**config.mk**
```make
export PLATFORM = sky130hd
export DESIGN_NAME = xbar_rr_nxm
export DESIGN_NICKNAME = d
export VERILOG_FILES = /design/src/rtl/xbar_pkg.sv /design/src/rtl/xbar_rr_arb.sv /design/src/rtl/xbar_rr_nxm.sv
export SDC_FILE = /design/constraint.sdc
export NUM_CORES = 1
export LEC_CHECK = 0
export BUFFER_PORTS_ARGS = -buffer_cell sky130_fd_sc_hd__buf_4
export CAP_MARGIN = 20
export CORE_AREA = 2 2 311 313
export CTS_CLUSTER_DIAMETER = 30
export DETAILED_ROUTE_END_ITERATION = 10
export DIE_AREA = 0 0 313 315
export HOLD_SLACK_MARGIN = 0.12
export MAX_ROUTING_LAYER = met4
export PLACE_DENSITY = 0.53
export SYNTH_ARGS = -nofsm -noshare
export SYNTH_HDL_FRONTEND = slang
export SYNTH_SLANG_ARGS = --single-unit
```
**constraint.sdc**
```tcl
create_clock -name i_clk -period 3 [get_ports i_clk]
set_input_delay 0.3 -clock i_clk [delete_from_list [all_inputs] [get_ports i_clk]]
set_output_delay 0.3 -clock i_clk [all_outputs]
set_load 0.02 [all_outputs]
```
**src/rtl/xbar_pkg.sv**
```systemverilog
// Shared types and helpers for the N x M round-robin crossbar.
// Widths are derived per instance from the module parameters via idx_w().
package xbar_pkg;

  localparam logic CMD_RD = 1'b0;
  localparam logic CMD_WR = 1'b1;

  typedef enum logic {
    IDLE = 1'b0,
    BUSY = 1'b1
  } slv_st_e;

  // Index width that stays >= 1 even for a single-entry set.
  function automatic int idx_w(input int n);
    return (n > 1) ? $clog2(n) : 1;
  endfunction

endpackage

```
**src/rtl/xbar_rr_arb.sv**
```systemverilog
// Per-slave round-robin arbiter: IDLE/BUSY ownership FSM,
// rotating pointer and idle-timeout pointer reset.
module xbar_rr_arb
  import xbar_pkg::*;
#(
  parameter int MSTR_NUM = 4,
  parameter int IDL_NUM  = 5,
  parameter int MIW      = idx_w(MSTR_NUM),
  parameter int IDL_W    = $clog2(IDL_NUM + 1)
) (
  input  logic                i_clk,
  input  logic                rst,
  input  logic [MSTR_NUM-1:0] req,
  input  logic                ack,
  output logic                busy,
  output logic [MIW-1:0]      owner,
  output logic                nxt_busy,
  output logic [MIW-1:0]      nxt_owner
);

  slv_st_e          st, st_n;
  logic [MIW-1:0]   own, own_n;
  logic [MIW-1:0]   ptr, ptr_n;
  logic [MIW-1:0]   sel, idx;
  logic [IDL_W-1:0] cnt, cnt_n;
  logic             found;

  // First requester at or after ptr, wrapping.
  always_comb begin
    sel   = '0;
    idx   = '0;
    found = 1'b0;
    for (int i = 0; i < MSTR_NUM; i++) begin
      idx = MIW'((int'(ptr) + i) % MSTR_NUM);
      if (!found && req[idx]) begin
        found = 1'b1;
        sel   = idx;
      end
    end
  end

  always_comb begin
    st_n  = st;
    own_n = own;
    ptr_n = ptr;
    cnt_n = cnt;
    unique case (st)
      IDLE: begin
        if (found) begin
          st_n  = BUSY;
          own_n = sel;
        end
      end
      BUSY: begin
        // Ack or abort both release the slave and rotate.
        if (ack || !req[own]) begin
          st_n  = IDLE;
          ptr_n = (own == MIW'(MSTR_NUM - 1)) ? '0
                                              : own + 1'b1;
        end
      end
      default: st_n = IDLE;
    endcase
    if (st == BUSY || (|req)) begin
      cnt_n = '0;
    end else if (cnt == IDL_W'(IDL_NUM - 1)) begin
      cnt_n = '0;
      ptr_n = '0;
    end else begin
      cnt_n = cnt + 1'b1;
    end
  end

  always_ff @(posedge i_clk) begin
    if (rst) begin
      st  <= IDLE;
      own <= '0;
      ptr <= '0;
      cnt <= '0;
    end else begin
      st  <= st_n;
      own <= own_n;
      ptr <= ptr_n;
      cnt <= cnt_n;
    end
  end

  assign busy      = (st == BUSY);
  assign owner     = own;
  assign nxt_busy  = (st_n == BUSY);
  assign nxt_owner = own_n;

endmodule

```
**src/rtl/xbar_rr_nxm.sv**
```systemverilog
// N-master x M-slave req/ack crossbar, one RR arbiter per slave,
// registered slave-side datapath and registered read-data return.
module xbar_rr_nxm
  import xbar_pkg::*;
#(
  parameter int MSTR_NUM  = 4,
  parameter int SLV_NUM   = 4,
  parameter int DATA_WDTH = 32,
  parameter int ADDR_WDTH = 32,
  parameter int IDL_NUM   = 5
) (
  input  logic                           i_clk,
  input  logic                           rst,
  input  logic [MSTR_NUM-1:0]            i_m_s_req,
  input  logic [MSTR_NUM*ADDR_WDTH-1:0]  i_m_s_addr,
  input  logic [MSTR_NUM-1:0]            i_m_s_cmd,
  input  logic [MSTR_NUM*DATA_WDTH-1:0]  i_m_s_wdata,
  input  logic [SLV_NUM-1:0]             i_s_m_ack,
  input  logic [SLV_NUM*DATA_WDTH-1:0]   i_s_m_rdata,
  output logic [SLV_NUM-1:0]             o_m_s_req,
  output logic [SLV_NUM*ADDR_WDTH-1:0]   o_m_s_addr,
  output logic [SLV_NUM-1:0]             o_m_s_cmd,
  output logic [SLV_NUM*DATA_WDTH-1:0]   o_m_s_wdata,
  output logic [MSTR_NUM-1:0]            o_s_m_ack,
  output logic [MSTR_NUM-1:0]            o_s_m_rvalid,
  output logic [MSTR_NUM*DATA_WDTH-1:0]  o_s_m_rdata,
  output logic [SLV_NUM*$clog2(MSTR_NUM+1)-1:0] o_slv_owner
);

  localparam int SLV_IDX_W  = $clog2(SLV_NUM);
  localparam int MSTR_IDX_W = idx_w(MSTR_NUM);
  localparam int OW         = $clog2(MSTR_NUM + 1);

  logic [ADDR_WDTH-1:0]  m_addr  [MSTR_NUM];
  logic [DATA_WDTH-1:0]  m_wdata [MSTR_NUM];
  logic [SLV_IDX_W-1:0]  m_sel   [MSTR_NUM];
  logic [MSTR_NUM-1:0]   cand    [SLV_NUM];

  logic                  busy     [SLV_NUM];
  logic                  nxt_busy [SLV_NUM];
  logic [MSTR_IDX_W-1:0] own      [SLV_NUM];
  logic [MSTR_IDX_W-1:0] nxt_own  [SLV_NUM];

  logic [ADDR_WDTH-1:0]  s_addr  [SLV_NUM];
  logic                  s_cmd   [SLV_NUM];
  logic [DATA_WDTH-1:0]  s_wdata [SLV_NUM];
  logic [DATA_WDTH-1:0]  rdata_r [MSTR_NUM];

  for (genvar m = 0; m < MSTR_NUM; m++) begin : g_mst
    assign m_addr[m]  = i_m_s_addr[m*ADDR_WDTH +: ADDR_WDTH];
    assign m_wdata[m] = i_m_s_wdata[m*DATA_WDTH +: DATA_WDTH];
    assign m_sel[m]   = m_addr[m][ADDR_WDTH-1 -: SLV_IDX_W];
    assign o_s_m_rdata[m*DATA_WDTH +: DATA_WDTH] = rdata_r[m];
  end

  always_comb begin
    for (int s = 0; s < SLV_NUM; s++) begin
      cand[s] = '0;
      for (int m = 0; m < MSTR_NUM; m++) begin
        cand[s][m] = i_m_s_req[m]
                   && (m_sel[m] == SLV_IDX_W'(s));
      end
    end
  end

  for (genvar s = 0; s < SLV_NUM; s++) begin : g_slv
    xbar_rr_arb #(
      .MSTR_NUM (MSTR_NUM),
      .IDL_NUM  (IDL_NUM)
    ) u_arb (
      .i_clk     (i_clk),
      .rst       (rst),
      .req       (cand[s]),
      .ack       (i_s_m_ack[s]),
      .busy      (busy[s]),
      .owner     (own[s]),
      .nxt_busy  (nxt_busy[s]),
      .nxt_owner (nxt_own[s])
    );

    // Slave-side bundle follows the owner while held, zero otherwise.
    always_ff @(posedge i_clk) begin
      if (rst) begin
        s_addr[s]  <= '0;
        s_cmd[s]   <= CMD_RD;
        s_wdata[s] <= '0;
      end else if (nxt_busy[s]) begin
        s_addr[s]  <= m_addr[nxt_own[s]];
        s_cmd[s]   <= i_m_s_cmd[nxt_own[s]];
        s_wdata[s] <= m_wdata[nxt_own[s]];
      end else begin
        s_addr[s]  <= '0;
        s_cmd[s]   <= CMD_RD;
        s_wdata[s] <= '0;
      end
    end

    assign o_m_s_req[s] = busy[s];
    assign o_m_s_cmd[s] = s_cmd[s];
    assign o_m_s_addr[s*ADDR_WDTH +: ADDR_WDTH]  = s_addr[s];
    assign o_m_s_wdata[s*DATA_WDTH +: DATA_WDTH] = s_wdata[s];
    assign o_slv_owner[s*OW +: OW] =
      busy[s] ? OW'(own[s]) + OW'(1) : '0;
  end

  always_comb begin
    o_s_m_ack = '0;
    for (int s = 0; s < SLV_NUM; s++) begin
      if (busy[s] && i_s_m_ack[s]) begin
        o_s_m_ack[own[s]] = 1'b1;
      end
    end
  end

  always_ff @(posedge i_clk) begin
    if (rst) begin
      o_s_m_rvalid <= '0;
      for (int m = 0; m < MSTR_NUM; m++) begin
        rdata_r[m] <= '0;
      end
    end else begin
      o_s_m_rvalid <= '0;
      for (int s = 0; s < SLV_NUM; s++) begin
        if (busy[s] && i_s_m_ack[s] && s_cmd[s] == CMD_RD) begin
          o_s_m_rvalid[own[s]] <= 1'b1;
          rdata_r[own[s]] <= i_s_m_rdata[s*DATA_WDTH +: DATA_WDTH];
        end
      end
    end
  end

endmodule

```
==> flow_summary.rst, run 1 <==
.. list-table::
   :header-rows: 1

   * - Metric
     - Value
   * - Status
     - finished clean
   * - Flop and latch count out of synthesis
     - 424
   * - First-iteration detailed-routing DRC count
     - 1963
   * - Sinks on Clock Net
     - 424
   * - Fraction of power consumed by the clock network
     - 49.8%
   * - Setup tns final
     - 0 ns
   * - Global-route usage over all layers
     - 24.4%
   * - Netlist cell types
     - 58
   * - Vias in the first global route
     - 26.3k
   * - HPWL after detailed placement
     - 82800 um
   * - Number of antenna violations at the first check in global routing
     - 18
   * - Count of mapped cells out of synthesis
     - 1977
   * - Post-synthesis area per instance
     - 12.8 sq um
   * - FILL cells
     - 8564
   * - Cell Int Power
     - 20.6 mW
   * - Fraction of power consumed by sequential logic
     - 25.8%
   * - Cells on Worst Hold Path
     - 3
   * - FP Rows
     - 114
   * - Prevailing post-synth register cell
     - sky130_fd_sc_hd__edfxtp_1
   * - Count of TritonRoute iterations in the first routing pass
     - 7
   * - Number of buffers inserted during clock tree synthesis
     - 137
   * - Final Worst Setup Slack
     - 0.0898 ns
   * - Number of design rule violations left after detail routing
     - 0
   * - Clock-pin slew on the worst setup and hold paths
     - 0.05 ns
   * - Via count
     - 25.3k
   * - First-pass GRT wire length
     - 172000 um
   * - Post-DR vias/cell
     - 5.00
   * - Net count reported at finish
     - 4078
   * - Max-slew violation total from the final report
     - 0
   * - Worst min path class
     - input pin to flip-flop
   * - Tightest hold margin
     - 0.196 ns
   * - Library cell with the largest summed area after synthesis
     - sky130_fd_sc_hd__edfxtp_1
   * - Starting density of the core
     - 26.5%
   * - Netlist area before placement
     - 0.0253 sq mm
   * - Share of cells above drive strength 1
     - 36.5%
   * - Setup slack of the most critical reg-to-reg path
     - 0.09 ns
   * - Min Clock Period, post-route
     - 2.91 ns
   * - Num ports
     - 810
   * - Sw power
     - 7.67 mW
   * - Die outline width
     - 313 um
   * - Clock tree from TritonCTS
     - built
   * - Root Buffer Master
     - sky130_fd_sc_hd__clkbuf_16
   * - Leak pwr
     - 18.8 nW
   * - Number of H-tree levels
     - 4
   * - Worst-Skew Late Latency
     - 0.70 ns
   * - Type of the worst setup path
     - flip-flop to flip-flop
   * - Worst Skew
     - 0.0338 ns
   * - Max frequency
     - 344 MHz
   * - Warning count from the yosys run
     - 0
   * - Maximum fanout encountered on the critical timing path
     - 34
   * - Die height
     - 315 um
   * - Maximum number of pins on one net before global-route repair
     - 65
   * - Share of power burned in combinational logic
     - 24.4%
   * - Relative slew slack
     - 29.0%
   * - Count of max-cap constraint violations
     - 0
   * - Most common library cell in the layout ignoring fill and taps
     - sky130_fd_sc_hd__buf_4
   * - Dominant cells by area after synthesis
     - sky130_fd_sc_hd__edfxtp_1 (46%), sky130_fd_sc_hd__mux4_2 (17%), sky130_fd_sc_hd__mux2i_1 (5.2%), sky130_fd_sc_hd__a221o_1 (4.2%), sky130_fd_sc_hd__o21ai_0 (3.7%)
   * - Share of the synthesized area in the top cell type
     - 46.0%
   * - Final number of setup-violating endpoints
     - 0
   * - Launch point of the worst reg-to-reg path
     - g_slv[2].u_arb.ptr[1]$_SDFF_PP0_
   * - Launching element type of the critical path
     - flip-flop
   * - Sequential-to-total area share from yosys stat
     - 48.9%
   * - Number of synthesized flops with an enable pin
     - 388
   * - Final hold violation count
     - 0
   * - Hold Path End
     - s_addr[1][16]$_SDFFCE_PP0P_
   * - Capture instance of the worst register-to-register path
     - s_wdata[2][10]$_SDFFCE_PP0P_
   * - Cells on worst reg2reg path
     - 8
   * - RSZ-0062 raised after global routing
     - yes
   * - Worst slew pin tran
     - 1.06 ns
   * - Source of the worst hold timing path
     - i_m_s_addr[48]
   * - Data required time at the worst endpoint
     - 3.42 ns
   * - Largest buffer count on any clock path
     - 3
   * - Quantity of I/O buffers inserted on ports
     - 809
   * - Post-synthesis to final-layout area growth
     - 77.0%
   * - Worst path arrival time
     - 3.33 ns
   * - Routed wire length per instance
     - 23.9 um
   * - Placeable core region
     - 0.0957 sq mm
   * - Highest-count cells in the layout ignoring fill and taps
     - sky130_fd_sc_hd__buf_4 (877), sky130_fd_sc_hd__dlygate4sd3_1 (535), sky130_fd_sc_hd__edfxtp_1 (388), sky130_fd_sc_hd__conb_1 (264), sky130_fd_sc_hd__mux4_2 (193)
   * - Detailed Route WL
     - 121000 um
   * - PwrDens
     - 630 mW/mm^2
   * - Sort of element at the end of the critical path
     - flip-flop
   * - Worst setup slack after placement
     - 0.0933 ns
   * - Post-route clock period utilization
     - 97.0%
   * - Gpl congestion
     - 0.892
   * - Post-place instance area
     - 0.0346 sq mm
   * - Switching share of power
     - 27.2%
   * - Synth async-reset ratio
     - 0%
   * - Grt ovf
     - 0
   * - VDD IR-drop max
     - 0.509 mV
   * - Routed Antenna Nets
     - 0
   * - Die Outline Area
     - 0.0986 sq mm
   * - Design Area, Final
     - 0.0448 sq mm
[area by class of cell]
cell class / count / area, sq um / share of cell area [%]
multi-input combinational: 1611 / 13200 / 29.5
timing repair buffer: 1462 / 12900 / 28.9
sequential: 424 / 12400 / 27.6
clock buffer: 171 / 3740 / 8.35
tap: 1276 / 1600 / 3.56
clock inverter: 77 / 796 / 1.78
inverter: 20 / 75.1 / 0.168
antenna: 22 / 55.1 / 0.123
[sequential cells by signal, summed over array words and instances, names as in the netlist]
name and count:
g_slv.u_arb.cnt 12, rdata_r 128, s_wdata 128, g_slv.u_arb.busy 4
g_slv.u_arb.owner 8, g_slv.u_arb.ptr 8, o_s_m_rvalid 4, s_cmd 4
s_addr 128
[power groups by stage]
stage / combinational [mW] / sequential, mW / clock [mW]
6_report: 6.88 / 7.30 / 14.1
5_1_grt: 7.28 / 7.34 / 14.6
4_1_cts: 6.74 / 7.30 / 14.3
3_5_place_dp: 5.80 / 7.39 / 0
3_3_place_gp: 5.77 / 7.38 / 0
2_1_floorplan: 2.70 / 7.83 / 0
[how the worst max path moves through the flow]
stage               depth (start not counted)  slack [ns]                            to                                from
floorplan                                   7        0.16       rdata_r[3][0]$_DFFE_PP_  g_slv[2].u_arb.owner[0]$_SDFF_PP0_
global placement                           10        0.15   s_wdata[0][2]$_SDFFCE_PP0P_                      i_m_s_addr[62]
detailed placement                         10        0.09   s_addr[0][29]$_SDFFCE_PP0P_                      i_m_s_addr[62]
CTS                                         9        0.01      rdata_r[3][12]$_DFFE_PP_  g_slv[2].u_arb.owner[0]$_SDFF_PP0_
global route                                7       -0.02    s_addr[0][2]$_SDFFCE_PP0P_    g_slv[0].u_arb.ptr[1]$_SDFF_PP0_
finish                                      8        0.09  s_wdata[2][10]$_SDFFCE_PP0P_    g_slv[2].u_arb.ptr[1]$_SDFF_PP0_
[routing by layer]
| metal | routed length (um) | global-route usage, % | up-vias | share of wire [%] |
|---|---|---|---|---|
| li1 | - | - | 11131 | - |
| met1 | 44400 | 27.0 | 12531 | 37 |
| met2 | 59700 | 40.3 | 1389 | 49 |
| met3 | 11400 | 7.47 | 289 | 9.5 |
| met4 | 5240 | 11.6 | 0 | 4.3 |
| met5 | 0 | - | - | 0 |
[timing repair]
item                                   in CTS  in global routing
buffers inserted                            0                 20
hold buffers                              535                  0
setup endpoints to repair                   0                 92
resized for setup                           0                 12
endpoints found under the hold margin     377                  0
[synth_stat cells (20+ instances only)]
| cell | number |
|---|---|
| sky130_fd_sc_hd__o21ai_1 | 37 |
| sky130_fd_sc_hd__o22ai_1 | 83 |
| sky130_fd_sc_hd__buf_2 | 48 |
| sky130_fd_sc_hd__a22oi_1 | 20 |
| sky130_fd_sc_hd__and2_1 | 139 |
| sky130_fd_sc_hd__mux2i_1 | 132 |
| sky130_fd_sc_hd__nand2_1 | 127 |
| sky130_fd_sc_hd__nor2_1 | 45 |
| sky130_fd_sc_hd__ha_1 | 24 |
| sky130_fd_sc_hd__clkbuf_1 | 117 |
| sky130_fd_sc_hd__a221o_1 | 106 |
| sky130_fd_sc_hd__edfxtp_1 | 388 |
| sky130_fd_sc_hd__o21ai_0 | 186 |
| sky130_fd_sc_hd__a21oi_1 | 45 |
| sky130_fd_sc_hd__mux4_2 | 193 |
| sky130_fd_sc_hd__dfxtp_1 | 36 |
| sky130_fd_sc_hd__nand3_1 | 25 |
| sky130_fd_sc_hd__nor2b_1 | 72 |
[metrics by stage]
stage | instances | util [%] | total power [mW]
6_report | 5063 | 46.8 | 28.2
5_1_grt | 5058 | 46.8 | 29.2
4_1_cts | 5018 | 46.5 | 28.3
3_5_place_dp | 4235 | 36.2 | 13.2
3_3_place_gp | 4235 | 36.2 | 13.2
2_1_floorplan | 2239 | - | 10.5
[critical path, cell delays in order (launching register included)]
cell	delay, ns
sky130_fd_sc_hd__dfxtp_1	0.38
sky130_fd_sc_hd__nor2_1	0.12
sky130_fd_sc_hd__o21ai_0	0.08
sky130_fd_sc_hd__a21o_1	0.23
sky130_fd_sc_hd__a32oi_4	0.41
sky130_fd_sc_hd__buf_12	0.30
sky130_fd_sc_hd__mux4_2	0.35
sky130_fd_sc_hd__dlygate4sd3_1	0.57
sky130_fd_sc_hd__nor2b_1	0.13
[cell families after synthesis]
kind of cell / Yosys count / share of synthesized area [%]
other cells: 2 / 0.0297
fa+ha+maj: 24 / 1.19
xor+xnor: 4 / 0.138
mux: 326 / 22.4
simple gates: 467 / 9.81
flops: 424 / 48.9
buf+inv: 204 / 3.72
compound gates: 526 / 13.8
Note: power is estimated with default switching activity, not from simulation.
==> inputs of run 2 (changes only) <==
- PLACE_DENSITY: 0.53 -> 0.51
- clock period: 3 -> 3.1 ns (I/O delays scaled with it)
==> run 2 against run 1 <==
Net effect: setup slack lost 0.040 ns; clock skew shrank 0.010 ns; largest cell class unchanged; cell count grew 0.32%; first-iteration DRC count grew 8.3%; via count shrank 0.12%; combinational power shrank 2%.
==> flow_summary.rst, run 2 (synthesis results as in run 1) <==
.. list-table::
   :header-rows: 1

   * - Metric
     - Value
   * - FILL cells
     - 8708 (+1.7%)
   * - Gpl congestion
     - 0.891 (-0.11%)
   * - Cells on Worst Hold Path
     - 3 (unchanged)
   * - Num ports
     - 810 (unchanged)
   * - Worst min path class
     - input pin to flip-flop
   * - Launch point of the worst reg-to-reg path
     - g_slv[2].u_arb.ptr[0]$_SDFF_PP0_
   * - Hold Path End
     - s_wdata[3][0]$_SDFFCE_PP0P_
   * - Largest registers
     - rdata_r (128), s_addr (128), s_wdata (128)
   * - Worst-Skew Late Latency
     - 0.72 ns (+0.02 ns)
   * - Share of cells above drive strength 1
     - 35.6% (-0.90 points)
   * - First-pass GRT wire length
     - 173000 um (+0.57%)
   * - Highest-count cells in the layout ignoring fill and taps
     - sky130_fd_sc_hd__buf_4 (864), sky130_fd_sc_hd__dlygate4sd3_1 (576), sky130_fd_sc_hd__edfxtp_1 (388), sky130_fd_sc_hd__conb_1 (264), sky130_fd_sc_hd__mux4_2 (193)
   * - Setup slack of the most critical reg-to-reg path
     - 0.12 ns (+0.03 ns)
   * - FP Rows
     - 114 (unchanged)
   * - VDD IR-drop max
     - 0.471 mV (-7.4%)
   * - Clock tree from TritonCTS
     - built
   * - Worst path arrival time
     - 3.47 ns (+0.14 ns)
   * - Quantity of I/O buffers inserted on ports
     - 809 (unchanged)
   * - Layout Utilization
     - 47.0% (+0.14 points)
   * - Via count
     - 25.3k (-0.12%)
   * - Max frequency
     - 328 MHz
   * - Die Outline Area
     - 0.0986 sq mm (unchanged)
   * - Clock-pin slew on the worst setup and hold paths
     - 0.04 ns (about the same)
   * - Cell at the slowest stage of the critical path
     - sky130_fd_sc_hd__dlygate4sd3_1
   * - Worst slew pin tran
     - 0.869 ns (-0.196 ns)
   * - Maximum fanout encountered on the critical timing path
     - 36 (+5.9%)
   * - Total power consumption of the routed design
     - 26.8 mW (-5.1%)
   * - RSZ-0062 raised after global routing
     - yes
   * - Number of design rule violations left after detail routing
     - 0 (unchanged)
   * - HPWL after detailed placement
     - 84700 um (+2.3%)
   * - Count of TritonRoute iterations in the first routing pass
     - 6 (-1)
   * - Final hold violation count
     - 0 (unchanged)
   * - Setup tns final
     - 0 ns (unchanged)
   * - Die outline width
     - 313 um (unchanged)
   * - PwrDens
     - 596 mW/mm^2 (-5.4%)
   * - Cells on worst reg2reg path
     - 8 (unchanged)
   * - Starting density of the core
     - 26.5% (unchanged)
   * - Crit-path most repeated cell
     - sky130_fd_sc_hd__dlygate4sd3_1
   * - Sinks on Clock Net
     - 424 (unchanged)
   * - Count of max-cap constraint violations
     - 0 (unchanged)
   * - Most common library cell in the layout ignoring fill and taps
     - sky130_fd_sc_hd__buf_4
   * - Data required time at the worst endpoint
     - 3.52 ns (+0.10 ns)
   * - Vias in the first global route
     - 25.9k (-1.3%)
   * - Launching element type of the critical path
     - input pin
   * - Number of H-tree levels
     - 4 (unchanged)
   * - Max-slew violation total from the final report
     - 0 (unchanged)
   * - Crit path from
     - i_m_s_req[1]
   * - Post-DR vias/cell
     - 4.98 (-0.43%)
   * - Min Clock Period, post-route
     - 3.05 ns
   * - Net count reported at finish
     - 4103 (+0.61%)
   * - Slowest Stage Delay on Critical Path
     - 0.58 ns (about the same)
   * - Type of the worst setup path
     - input pin to flip-flop
   * - Capture instance of the worst register-to-register path
     - s_wdata[2][10]$_SDFFCE_PP0P_
   * - Detailed Route WL
     - 124000 um (+2.5%)
   * - Root Buffer Master
     - sky130_fd_sc_hd__clkbuf_16
   * - Status
     - finished clean
   * - Leak pwr
     - 18.8 nW (about the same)
   * - Number of buffers inserted during clock tree synthesis
     - 134 (-2.2%)
   * - Routed wire length per instance
     - 24.4 um (+2.2%)
   * - First-iteration detailed-routing DRC count
     - 2125 (+8.3%)
   * - Largest buffer count on any clock path
     - 3 (unchanged)
   * - Routed Antenna Nets
     - 0 (unchanged)
   * - Global-route usage over all layers
     - 24.6% (+0.15 points)
   * - Critical Path, Cell by Cell
     - dlygate4sd3_1 > buf_4 > or3b_4 > a22oi_2 > o221ai_4 > mux2_8 > buf_12 > mux2i_1 > dlygate4sd3_1 > o22ai_1
   * - Final number of setup-violating endpoints
     - 0 (unchanged)
   * - Source of the worst hold timing path
     - i_m_s_wdata[0]
   * - Number of antenna violations at the first check in global routing
     - 20 (+2)
   * - Placeable core region
     - 0.0957 sq mm (unchanged)
   * - Relative slew slack
     - 42.0% (+13 points)
   * - Die height
     - 315 um (unchanged)
   * - Post-synthesis to final-layout area growth
     - 77.5%
   * - Post-route clock period utilization
     - 98.4%
   * - Grt ovf
     - 0 (unchanged)
   * - Maximum number of pins on one net before global-route repair
     - 65 (unchanged)
   * - Sort of element at the end of the critical path
     - flip-flop
   * - Worst Skew
     - 0.0233 ns (-0.0105 ns)
[run 2: cell types whose count changed in the layout (fill, tap and decap cells not counted), sizes merged]
cell and change:
inv +4, diode -1, buf -16, clkinvlp +3
bufinv -4, clkbuf -13, dlygate4sd3 +41, mux2 +2
[run 2: where the power goes]
part / internal (mW) / switching, mW / total [mW]
Sequential: 6.82 / 0.246 / 7.07
Clock: 8.88 / 4.10 / 13.0
Combinational: 3.55 / 3.20 / 6.75
[run 2: stage by stage]
step / cell area, sq um / setup slack, ns / cells / hold WS, ns
4_1_cts: 44500 / 0.00949 / 5038 / 0.121
2_1_floorplan: 26300 / 0.265 / 2239 / 0.417
6_report: 45000 / 0.0495 / 5079 / 0.173
5_1_grt: 44900 / -0.0620 / 5076 / 0.163
3_5_place_dp: 34500 / 0.169 / 4225 / 0.434
3_3_place_gp: 34500 / 0.204 / 4225 / 0.433
[run 2: what timing repair did]
item,in CTS,in global routing
setup buffers,0,14
resized for setup,0,18
endpoints found under the hold margin,381,0
setup endpoints to repair,0,144
hold buffers,576,0
[run 2: per-layer routing]
layer / GRT usage [%] / part of all wire [%] / routed length (um)
met5: - / 0 / 0
met4: 11.5 / 4.3 / 5340
met3: 6.95 / 8.7 / 10800
met2: 40.8 / 49 / 61100
met1: 27.4 / 38 / 46600
[run 2: layout make-up]
cell class | instances | area [sq um] | share of cell area, %
well taps | 1276 | 1600 | 3.55
clock inverters | 80 | 797 | 1.77
inverters | 20 | 75.1 | 0.167
repair buffers | 1488 | 13200 | 29.4
flip-flops and latches | 424 | 12400 | 27.5
multi-input cells | 1613 | 13300 | 29.6
diodes | 21 | 52.6 | 0.117
clock buffers | 157 | 3520 | 7.84
[run 2: worst max-delay path by stage]
stage / slack (ns) / depth (start not counted) / endpoint
finish: 0.05 / 10 / s_addr[0][0]$_SDFFCE_PP0P_
global route: -0.06 / 10 / s_addr[0][0]$_SDFFCE_PP0P_
CTS: 0.009 / 6 / s_wdata[3][24]$_SDFFCE_PP0P_
detailed placement: 0.17 / 8 / s_addr[3][0]$_SDFFCE_PP0P_
global placement: 0.20 / 9 / s_addr[0][18]$_SDFFCE_PP0P_
floorplan: 0.26 / 7 / rdata_r[3][0]$_DFFE_PP_
[run 2: critical path, delay by kind of cell]
kind | cells | cell delay, ns
AOI/OAI and AO/OA | 3 | 0.58
buffers and inverters | 4 | 1.46
muxes | 2 | 0.64
and+or+nand+nor | 1 | 0.44
